File: src/rtl/mat_operand_loader.sv
// Loads operand A then operand B (row-major, one 32-bit word per accept) and holds both
// for the adder until en_ack. Framing check on s_last is built when MAT_LOADER_FRAME_CHECK_EN is defined.
module mat_operand_loader #(
    parameter int RSIZE = 2,
    parameter int CSIZE = 3
) (
    input  logic                      clk,
    input  logic                      rst_n,
    input  logic                      flush,
    input  logic                      s_valid,
    output logic                      s_ready,
    input  logic [31:0]               s_data,
    input  logic                      s_last,
    output logic [RSIZE*CSIZE*32-1:0] in1,
    output logic [RSIZE*CSIZE*32-1:0] in2,
    output logic                      en,
    input  logic                      en_ack,
    output logic [15:0]               load_cnt,
    output logic                      err
);
    localparam int DATA_W = 32;
    localparam int N      = RSIZE * CSIZE;
    localparam int IDX_W  = (N > 1) ? $clog2(N) : 1;
    localparam logic [IDX_W-1:0] IDX_LAST = IDX_W'(N - 1);

    typedef enum logic [1:0] {
        LOAD_A = 2'd0,
        LOAD_B = 2'd1,
        HOLD   = 2'd2
    } state_t;

    state_t           state;
    logic [IDX_W-1:0] idx;
    logic             accept;
    logic             last_word;

    assign accept    = s_valid && s_ready;
    assign last_word = (idx == IDX_LAST);

    // s_ready and en are registered copies of the next state, so s_ready stays low
    // through reset and only rises on the first edge after rst_n releases.
    always_ff @(posedge clk or negedge rst_n) begin
        if (!rst_n) begin
            state    <= LOAD_A;
            idx      <= '0;
            s_ready  <= 1'b0;
            en       <= 1'b0;
            load_cnt <= '0;
        end else if (flush) begin
            state   <= LOAD_A;
            idx     <= '0;
            s_ready <= 1'b1;
            en      <= 1'b0;
        end else begin
            case (state)
                LOAD_A, LOAD_B: begin
                    s_ready <= 1'b1;
                    if (accept) begin
                        if (last_word) begin
                            idx <= '0;
                            if (state == LOAD_A) begin
                                state <= LOAD_B;
                            end else begin
                                state   <= HOLD;
                                s_ready <= 1'b0;
                                en      <= 1'b1;
                            end
                        end else begin
                            idx <= idx + 1'b1;
                        end
                    end
                end
                HOLD: begin
                    if (en_ack) begin
                        state    <= LOAD_A;
                        s_ready  <= 1'b1;
                        en       <= 1'b0;
                        load_cnt <= load_cnt + 16'd1;
                    end
                end
                default: begin
                    state   <= LOAD_A;
                    idx     <= '0;
                    s_ready <= 1'b1;
                    en      <= 1'b0;
                end
            endcase
        end
    end

    // Word idx lands at bit offset idx*32, which is (row*CSIZE+col)*32 for row-major order.
    always_ff @(posedge clk or negedge rst_n) begin
        if (!rst_n) begin
            in1 <= '0;
            in2 <= '0;
        end else if (!flush && accept) begin
            for (int i = 0; i < N; i++) begin
                if (idx == IDX_W'(i)) begin
                    if (state == LOAD_A) begin
                        in1[i*DATA_W +: DATA_W] <= s_data;
                    end else if (state == LOAD_B) begin
                        in2[i*DATA_W +: DATA_W] <= s_data;
                    end
                end
            end
        end
    end

`ifdef MAT_LOADER_FRAME_CHECK_EN
    logic frame_end;

    assign frame_end = (state == LOAD_B) && last_word;

    always_ff @(posedge clk or negedge rst_n) begin
        if (!rst_n) begin
            err <= 1'b0;
        end else if (flush) begin
            err <= 1'b0;
        end else if (accept && (s_last != frame_end)) begin
            err <= 1'b1;
        end
    end
`else
    logic unused_s_last;

    assign unused_s_last = s_last;
    assign err           = 1'b0;
`endif

endmodule

File: config.mk
export PLATFORM = sky130hd
export DESIGN_NAME = mat_operand_loader
export DESIGN_NICKNAME = d
export VERILOG_FILES = /design/src/rtl/mat_operand_loader.sv
export SDC_FILE = /design/constraint.sdc
export NUM_CORES = 1
export LEC_CHECK = 0
export ABC_AREA = 1
export CAP_MARGIN = 20
export CORE_MARGIN = 3
export CORE_UTILIZATION = 47
export DETAILED_ROUTE_END_ITERATION = 7
export GPL_ROUTABILITY_DRIVEN = 0
export PLACE_DENSITY = 0.8
export SETUP_SLACK_MARGIN = 0.15
export SKIP_LAST_GASP = 1
export SYNTH_ARGS = -nofsm -noshare
export SYNTH_HDL_FRONTEND = slang
export SYNTH_SLANG_ARGS = --single-unit
File: constraint.sdc
create_clock -name clk -period 2 [get_ports clk]
set_input_delay 0.4 -clock clk [delete_from_list [all_inputs] [get_ports clk]]
set_output_delay 0.4 -clock clk [all_outputs]
set_load 0.01 [all_outputs]
### Word level (Yosys, flattened, before mapping)

Index checks and enable logic that the tools add are counted.

| storage, ports and cells | value |
|---|---|
| flip-flop bits (word level) | 407 |
| logic and storage cells | 77 |

| operators by class | value |
|---|---|
| $add $sub $neg | 2 |
| eq/ne operators | 12 |
| muxes and demuxes | 22 |
| bitwise gates (word level) | 2 |
| reductions and logical operators | 22 |

Operator list:

| operator | number |
|---|---|
| 4-bit AND reduction | 7 |
| 3-bit AND reduction | 8 |
| 16-bit by 1-bit adder with 16-bit output, second input constant | 1 |
| 3-bit inequality test, second input constant | 4 |
| 1-bit two-way mux | 10 |
| 2-bit two-way mux | 5 |
| 3-bit two-way mux | 3 |
| 3-bit by 2-bit equality test with 1-bit output, second input constant | 2 |
| 3-bit equality test, second input constant | 2 |
| 3-bit case mux with 2 select lines | 1 |
| 1-bit case mux with 2 select lines | 2 |
| 2-bit case mux with 2 select lines | 1 |
| 3-bit by 1-bit adder with 3-bit output, second input constant | 1 |
| 3-bit by 1-bit equality test with 1-bit output, second input constant | 1 |
| 3-bit zero test | 1 |
| 2-bit by 1-bit equality test with 1-bit output, second input constant | 1 |
| 2-bit equality test, second input constant | 1 |
| 1-bit logical AND | 2 |
| 2-bit zero test | 1 |
| 2-bit inequality test, second input constant | 1 |
| 1-bit NOT | 2 |
| 2-bit AND reduction | 1 |
| 2-bit OR reduction | 1 |
| 1-bit zero test | 1 |

### Logic depth before layout (Yosys ltp)

Gate-level depths: netlist (run 1).

| depth | value |
|---|---|
| depth in word-level cells | 6 |
| mapped depth | 8 |
| gate-level depth less buffers | 8 |

### Worst setup path before layout (run 1)

OpenSTA, ideal clock, no wires.

| path | value |
|---|---|
| kind | in2reg |
| start | in flush |
| end | reg in2[173] |
| library setup time | 0.128 ns |
| data arrival time | 1.305 ns |
| setup slack | 0.566 ns |
| cell stages on the path | 8 |
| path buffers | 2 |
| path through | nor2_4 nand3_4 nor2_8 nand2_4 buf_6 buf_6 nand2_1 o21ai_2 |

| on the way | value |
|---|---|
| cells in the longest elaborated chain, start to end | 3 |

RTL lines:

| element | line | RTL |
|---|---|---|
| start: declaration | 9 | `input logic flush,` |
| 1-bit zero test | 96 | `end else if (!flush && accept) begin` |
| 1-bit logical AND | 96 |  |
| 4-bit AND reduction (no line) | -- |  |
| end signal: indexed assignment | 102 | `in2[i*DATA_W +: DATA_W] <= s_data;` |
| end: declaration | 15 | `output logic [RSIZE*CSIZE*32-1:0] in2,` |

No other way between the ends.
A chain may end at the register's enable or synchronous reset.

### Worst setup path in the final report (run 1)

| path | value |
|---|---|
| start | reg in1[137] |
| end | out in1[137] |

RTL lines:

| element | line | RTL |
|---|---|---|
| start: declaration | 14 | `output logic [RSIZE*CSIZE*32-1:0] in1,` |
| start signal: indexed assignment | 100 | `in1[i*DATA_W +: DATA_W] <= s_data;` |

No word-level cell between the ends.

==> summary.md, run 1 <==
| Metric | Value |
|---|---|
| Status | `completed` |
| Post-Syn Area | `between 15000 and 20000 um^2` |
| Post-DP HPWL | `32100 um` |
| Worst Setup EP | `in1[137]` |
| Hold/Removal Path Class | `input pin to asynchronous set/reset pin` |
| RR Endpoint | `in1[37]$_DFFE_PN0P_` |
| Fmax | `0.550 GHz` |
| Worst Setup End Kind | `primary output` |
| Worst path top cell family by delay | `buffers and inverters` |
| Lkg Pwr | `around 13 nW` |
| Combinational power share | `0.156` |
| DR WL/cell | `20.6 um` |
| Fill cells | `approximately 2300` |
| Routed Antenna Nets | `0` |
| Number of synthesized register bits | `407` |
| Clock buffer depth | `3` |
| I/O pins | `roughly 440` |
| Residual DRC | `0` |
| Clk pwr share | `0.381` |
| Pwr per Cell Area | `951 nW/um^2` |
| Yosys warnings | `0` |
| Period utilization | `0.910` |
| Sw Pwr | `~5.4 mW` |
| P_int | `15.2 mW` |
| Final hold vios | `0` |
| Setup slack, reg-to-reg | `0.32 ns` |
| Clock Skew | `0.0169 ns` |
| Max cap viols | `0` |
| Top cells by area, synth | `dfrtp_1, nand2_1, o21ai_1` |
| Total Wirelength | `47700 um` |
| Clk Latency, worst-skew pair | `0.52 ns` |
| Die area | `between 30000 and 40000 um^2` |
| CTS Buf Count | `42` |
| Setup crit start | `in1[137]$_DFFE_PN0P_` |
| Required time worst endpoint | `1.60 ns` |
| Pins over their slew limit | `0` |
| R2R cell count | `6` |
| Area leader, netlist | `dfrtp_1` |
| Yosys cell types | `30` |
| Sequential power share | `0.463` |
| Final setup fails | `0` |
| Tmin final | `1.82 ns` |
| Die width | `185 um` |
| Net Sw Frac | `0.261` |
| Register area share after synthesis | `0.677` |
| TritonCTS clock tree | `yes` |
| Worst setup SP type | `register` |
| Syn Inst Count | `1450` |
| Vias in the first global route | `12742` |
| Initial core utilization | `0.484` |
| Drt first pass iters | `5` |
| Worst path slowest cell | `clkdlybuf4s50_1` |
| Initial DRC count | `886` |
| Clk root buf | `clkbuf_16` |
| First-pass GRT wire length | `about 73000 um` |
| Max H-tree Level | `2` |
| RSZ-0062 raised after global routing | `no` |
| Reg2reg start | `idx[0]$_DFFE_PN0P_` |
| Vias | `12402` |
| GRT Total Usage | `0.275` |
| WHS | `0.403 ns` |
| Worst slew margin | `0.599` |
| Height of the chip | `185 um` |
| Drt via density | `between 5 and 6` |
| Slowest stage delay, CP | `0.54 ns` |
| Crit path buf inv count | `1` |
| Layout cell share with drive strength beyond 1 | `0.0905` |
| Fin cells | `2318` |
| Standard-cell rows | `64` |
| Post-synth top area share | `0.677` |
| Ant diodes | `0` |
| Antenna violations before repair | `0` |
| Critical setup path kind | `register to primary output` |
| I/O Buffers | `438` |
| Nets | `1929` |
| Area of the core | `31100 um^2` |
| Storage cell area | `10200 um^2` |
| CP Depth | `1` |
| Total congestion overflow | `0` |
| CP Cell Sequence | `clkdlybuf4s50_1` |
| Syn nets | `1490` |
| Peak supply drop | `between 600 and 700 uV` |
| Area of the multi-input gates | `4100 um^2` |
| Clock sink count | `407` |
| CP arrival | `1.42 ns` |
| Largest net degree at the start of global routing | `66` |
| Placed insts | `2237` |
| Syn-to-layout area delta | `43.6%` |
| Syn_area_per_cell | `10.4 um^2` |
| Slew @ Worst Pin | `roughly 0.60 ns` |
| Clock slew at reported path FFs | `0.06 ns` |
| Largest driver fanout on the critical path | `2` |
power by group through the flow:
stage	Clock [mW]	Sequential, mW	Combinational, mW
2_1_floorplan	0	10.0	0.801
3_3_place_gp	0	9.63	3.49
3_5_place_dp	0	9.67	3.58
4_1_cts	7.96	9.53	3.31
5_1_grt	8.29	9.61	3.49
6_report	7.83	9.53	3.20
final cells by class:
cell class	instances	share of cell area
sequential	407	0.471
clock inverter	12	0.00469
tap	396	0.0229
clock buffer	65	0.0606
multi-input combinational	882	0.190
timing repair buffer	503	0.242
inverter	53	0.00921
synth_stat cells, drive strengths merged:
master	n
inv	53
nor3	5
nand3	8
nand2	437
o31ai	1
nand4	5
dfrtp	407
nand3b	1
conb	1
a21oi	2
buf	71
ha	2
xor2	6
and3	1
nor2	20
o21ai	388
clkbuf	37
xnor2	5
worst min path at each step:
stage / end / start / slack, ns / cells after the start
final: in2[104]$_DFFE_PN0P_ / rst_n / 0.40 / 2
after global routing: in2[5]$_DFFE_PN0P_ / rst_n / 0.43 / 2
after CTS: in1[5]$_DFFE_PN0P_ / rst_n / 0.39 / 2
after detailed placement: in2[5]$_DFFE_PN0P_ / rst_n / 0.34 / 1
after global placement: in2[101]$_DFFE_PN0P_ / rst_n / 0.34 / 1
after floorplan: en$_DFFE_PN0P_ / rst_n / 0.10 / 0
timing repair:
| item | in CTS | in global routing |
|---|---|---|
| resized for setup | 236 | 134 |
| hold endpoints to repair | 44 | 0 |
| buffers inserted | 3 | 0 |
| endpoints found under the setup margin | 238 | 134 |
| hold buffers | 1 | 0 |
sequential cells by signal (all words and copies together) (netlist names):
signal	cells
in1	192
in2	192
load_cnt	16
idx	3
state	2
en	1
s_ready	1
layout by cell type, fill, tap and decap left out, types with 7 or more instances in the layout:
| master | synthesis | final |
|---|---|---|
| buf_12 | 0 | 24 |
| buf_4 | 3 | 40 |
| clkbuf_1 | 37 | 7 |
| clkbuf_16 | 0 | 43 |
| clkbuf_8 | 0 | 15 |
| clkdlybuf4s50_1 | 0 | 67 |
| dfrtp_1 | 407 | 407 |
| dlygate4sd2_1 | 0 | 236 |
| dlymetal6s2s_1 | 0 | 134 |
| inv_1 | 49 | 49 |
| nand2_1 | 425 | 424 |
| nand2_2 | 6 | 7 |
| nand3_1 | 7 | 7 |
| nor2_1 | 17 | 17 |
| o21ai_0 | 123 | 123 |
| o21ai_1 | 251 | 251 |
| o21ai_2 | 14 | 14 |
stage by stage:
stage / setup TNS [ns] / setup slack [ns] / utilization / power (mW) / area [um^2]
2_1_floorplan: 0 / 0.566 / - / 10.8 / 15000
3_3_place_gp: -0.0178 / -0.00532 / 0.648 / 13.1 / 20100
3_5_place_dp: -1.43 / -0.0483 / 0.648 / 13.2 / 20100
4_1_cts: 0 / 0.150 / 0.685 / 20.8 / 21300
5_1_grt: 0 / 0.128 / 0.696 / 21.4 / 21600
6_report: 0 / 0.181 / 0.696 / 20.6 / 21600
metal layers:
metal  GRT usage  up-vias  share of wire
li1            -     5595              -
met1       0.319     6119           0.37
met2       0.469      581           0.50
met3      0.0949      107           0.10
met4       0.113        0          0.038
met5           0        -              0
cells by family after synthesis:
group,after synthesis,share of synthesized area
adders and majority gates,2,0.00166
AOI/OAI and AO/OA,391,0.134
xor gates and xnor gates,11,0.00640
buffers and inverters,161,0.0507
DFF,407,0.677
other,1,0.000249
and+or+nand+nor,477,0.130
(Power assumes the default switching activity.)
==> run 2, diff against run 1 <==
--- a/config.mk
+++ b/config.mk
@@ -11,6 +11,7 @@
 export CORE_UTILIZATION = 47
 export DETAILED_ROUTE_END_ITERATION = 7
 export GPL_ROUTABILITY_DRIVEN = 0
+export HOLD_SLACK_MARGIN = 0.08
 export PLACE_DENSITY = 0.8
 export SETUP_SLACK_MARGIN = 0.15
 export SKIP_LAST_GASP = 1
==> constraint.sdc (replaced) <==
create_clock -name clk -period 2 [get_ports clk]
set_input_delay 0.4 -clock clk [delete_from_list [all_inputs] [get_ports clk]]
set_output_delay 0.4 -clock clk [all_outputs]
set_load 0.1 [all_outputs]
==> summary.md, run 2 (synthesized netlist as in run 1, its figures left out) <==
| Metric | Value |
|---|---|
| Status | `completed (unchanged)` |
| R2R cell count | `6 (unchanged)` |
| Period utilization | `0.841 (was 0.910)` |
| P_int | `15.1 mW (was 15.2 mW)` |
| Fin cells | `2305 (was 2318)` |
| Largest net degree at the start of global routing | `74 (was 66)` |
| DR WL/cell | `19.7 um (was 20.6 um)` |
| Sw Pwr | `11.2 mW (was 5.37 mW)` |
| Total Wirelength | `45400 um (was 47700 um)` |
| Standard-cell rows | `64 (unchanged)` |
| I/O Buffers | `438 (unchanged)` |
| Clock Skew | `0.0110 ns (was 0.0169 ns)` |
| Area of the core | `31100 um^2 (unchanged)` |
| Fill cells | `2360 (was 2256)` |
| Reg2reg start | `idx[0]$_DFFE_PN0P_ (unchanged)` |
| Vias | `12209 (was 12402)` |
| Largest regs | `in1: 192 flops, in2: 192 flops, load_cnt: 16 flops (unchanged)` |
| Antenna violations before repair | `0 (unchanged)` |
| Slew @ Worst Pin | `0.602 ns (was 0.601 ns)` |
| Placement Cell Area | `19100 um^2 (was 20100 um^2)` |
| Setup slack, reg-to-reg | `0.40 ns (was 0.32 ns)` |
| Post-DP HPWL | `31400 um (was 32100 um)` |
| Layout cell share with drive strength beyond 1 | `0.293 (was 0.0905)` |
| Hold/Removal Path Class | `input pin to asynchronous set/reset pin (unchanged)` |
| Worst path top cell family by delay | `flip-flops (was buffers and inverters)` |
| Pins over their slew limit | `0 (unchanged)` |
| Slowest stage delay, CP | `0.43 ns (was 0.54 ns)` |
| Routed Antenna Nets | `0 (unchanged)` |
| Commonest non-fill, non-tap cells in the layout | `buf_4, nand2_1, dfrtp_1 (was nand2_1, dfrtp_1, o21ai_1)` |
| Fmax | `0.594 GHz (was 0.550 GHz)` |
| Largest driver fanout on the critical path | `4 (was 2)` |
| Final setup fails | `0 (unchanged)` |
| Clk pwr share | `0.292 (was 0.381)` |
| RR Endpoint | `in1[42]$_DFFE_PN0P_ (was in1[37]$_DFFE_PN0P_)` |
| CP arrival | `1.28 ns (was 1.42 ns)` |
| Worst Setup End Kind | `primary output (unchanged)` |
| Clock sink count | `407 (unchanged)` |
| I/O pins | `441 (unchanged)` |
| Setup Buffers After CTS | `0 (was 3)` |
| Nets | `1917 (was 1929)` |
| RSZ-0062 raised after global routing | `no (unchanged)` |
| Clock buffer depth | `3 (unchanged)` |
| Drt via density | `5.30 (was 5.35)` |
| Fin area | `20400 um^2 (was 21600 um^2)` |
| Clk Latency, worst-skew pair | `0.53 ns (was 0.52 ns)` |
| Placed insts | `2228 (was 2237)` |
| Lkg Pwr | `10.5 nW (was 13.1 nW)` |
| Combinational power share | `0.343 (was 0.156)` |
| Residual DRC | `0 (unchanged)` |
| Most common cell after layout, fill and taps aside | `buf_4 (was nand2_1)` |
| Total congestion overflow | `0 (unchanged)` |
| GR Util met2 | `0.427 (was 0.469)` |
| Syn-to-layout area delta | `35.8% (was 43.6%)` |
| Sequential power share | `0.365 (was 0.463)` |
| Dpl ws | `-0.0748 ns (was -0.0483 ns)` |
| Die width | `185 um (unchanged)` |
| Net Sw Frac | `0.426 (was 0.261)` |
| Initial DRC count | `925 (was 886)` |
| Peak supply drop | `1070 uV (was 685 uV)` |
| Worst setup SP type | `register (unchanged)` |
| Height of the chip | `185 um (unchanged)` |
| Clock slew at reported path FFs | `0.06 ns (about the same)` |
| Clk root buf | `clkbuf_16 (unchanged)` |
| Initial core utilization | `0.484 (unchanged)` |
| Grt met1 use | `0.339 (was 0.319)` |
| Tmin final | `1.68 ns (was 1.82 ns)` |
| TritonCTS clock tree | `yes (unchanged)` |
| Setup crit start | `load_cnt[9]$_DFFE_PN0P_ (was in1[137]$_DFFE_PN0P_)` |
| Die area | `34200 um^2 (unchanged)` |
| Critical setup path kind | `register to primary output (unchanged)` |
| First-pass GRT wire length | `69700 um (was 73000 um)` |
| Vias in the first global route | `12069 (was 12742)` |
| Ant diodes | `0 (unchanged)` |
| Setup ws final | `0.318 ns (was 0.181 ns)` |
| GRT Total Usage | `0.262 (was 0.275)` |
| Pwr per Cell Area | `1280 nW/um^2 (was 951 nW/um^2)` |
| CTS Buf Count | `42 (unchanged)` |
| Crit path buf inv count | `1 (unchanged)` |
| CP Cell Sequence | `buf_4 (was clkdlybuf4s50_1)` |
| Worst path slowest cell | `dfrtp_1 (was clkdlybuf4s50_1)` |
| Drt first pass iters | `5 (unchanged)` |
| Max H-tree Level | `2 (unchanged)` |
| Final hold vios | `0 (unchanged)` |
| Worst slew margin | `0.598 (was 0.599)` |
| Global Route met3 Usage | `0.0589 (was 0.0949)` |
| Setup TNS | `0 ns (unchanged)` |
| Required time worst endpoint | `1.60 ns (about the same)` |
| Max cap viols | `0 (unchanged)` |
| Busiest layer in global routing | `met2 (unchanged)` |
run 2: worst reg2reg max path: cells and delay by family, from the launching register on:
kind / cells / cell delay [ns]
DFF: 1 / 0.56
and+or+nand+nor: 3 / 0.50
buffers and inverters: 2 / 0.35
AOI/OAI and AO/OA: 1 / 0.07
run 2: metrics by stage:
step	hold slack, ns	power, mW	utilization
2_1_floorplan	0.104	16.4	-
3_3_place_gp	0.364	18.6	0.614
3_5_place_dp	0.368	18.7	0.614
4_1_cts	0.408	26.4	0.657
5_1_grt	0.408	27.1	0.657
6_report	0.378	26.2	0.657
run 2: power groups by stage:
stage	registers [mW]	logic (mW)	clock network, mW
6_report	9.58	8.98	7.67
2_1_floorplan	15.6	0.817	0
3_5_place_dp	9.69	9.01	0
5_1_grt	9.66	9.25	8.13
3_3_place_gp	9.66	8.92	0
4_1_cts	9.56	9.03	7.79
run 2: area by class of cell:
class	instances	area [um^2]	share of cell area
sequential	407	10200	0.499
multi-input combinational	882	4110	0.201
timing repair buffer	491	4080	0.200
clock buffer	64	1200	0.0590
tap	396	495	0.0243
inverter	53	199	0.00974
clock inverter	12	145	0.00710
run 2: timing repair:
action                                  4_1_cts  5_1_grt
gates resized for setup                       0        1
endpoints found under the setup margin        0        4
endpoints found under the hold margin        40        0
hold buffers                                  1        0
run 2: worst max path at each step:
stage | end | slack, ns | cells past startpoint
floorplan | load_cnt[11]$_DFFE_PN0P_ | 0.18 | 6
global placement | in2[41]$_DFFE_PN0P_ | -0.02 | 8
detailed placement | in2[124]$_DFFE_PN0P_ | -0.07 | 8
CTS | load_cnt[6] | 0.29 | 1
global route | in1[115]$_DFFE_PN0P_ | 0.20 | 6
finish | load_cnt[9] | 0.32 | 1
run 2: per-layer routing:
metal | wire length [um] | up-vias
li1 | - | 5594
met1 | 17500 | 5915
met2 | 21800 | 582
met3 | 3820 | 118
met4 | 2330 | 0
met5 | 0 | -
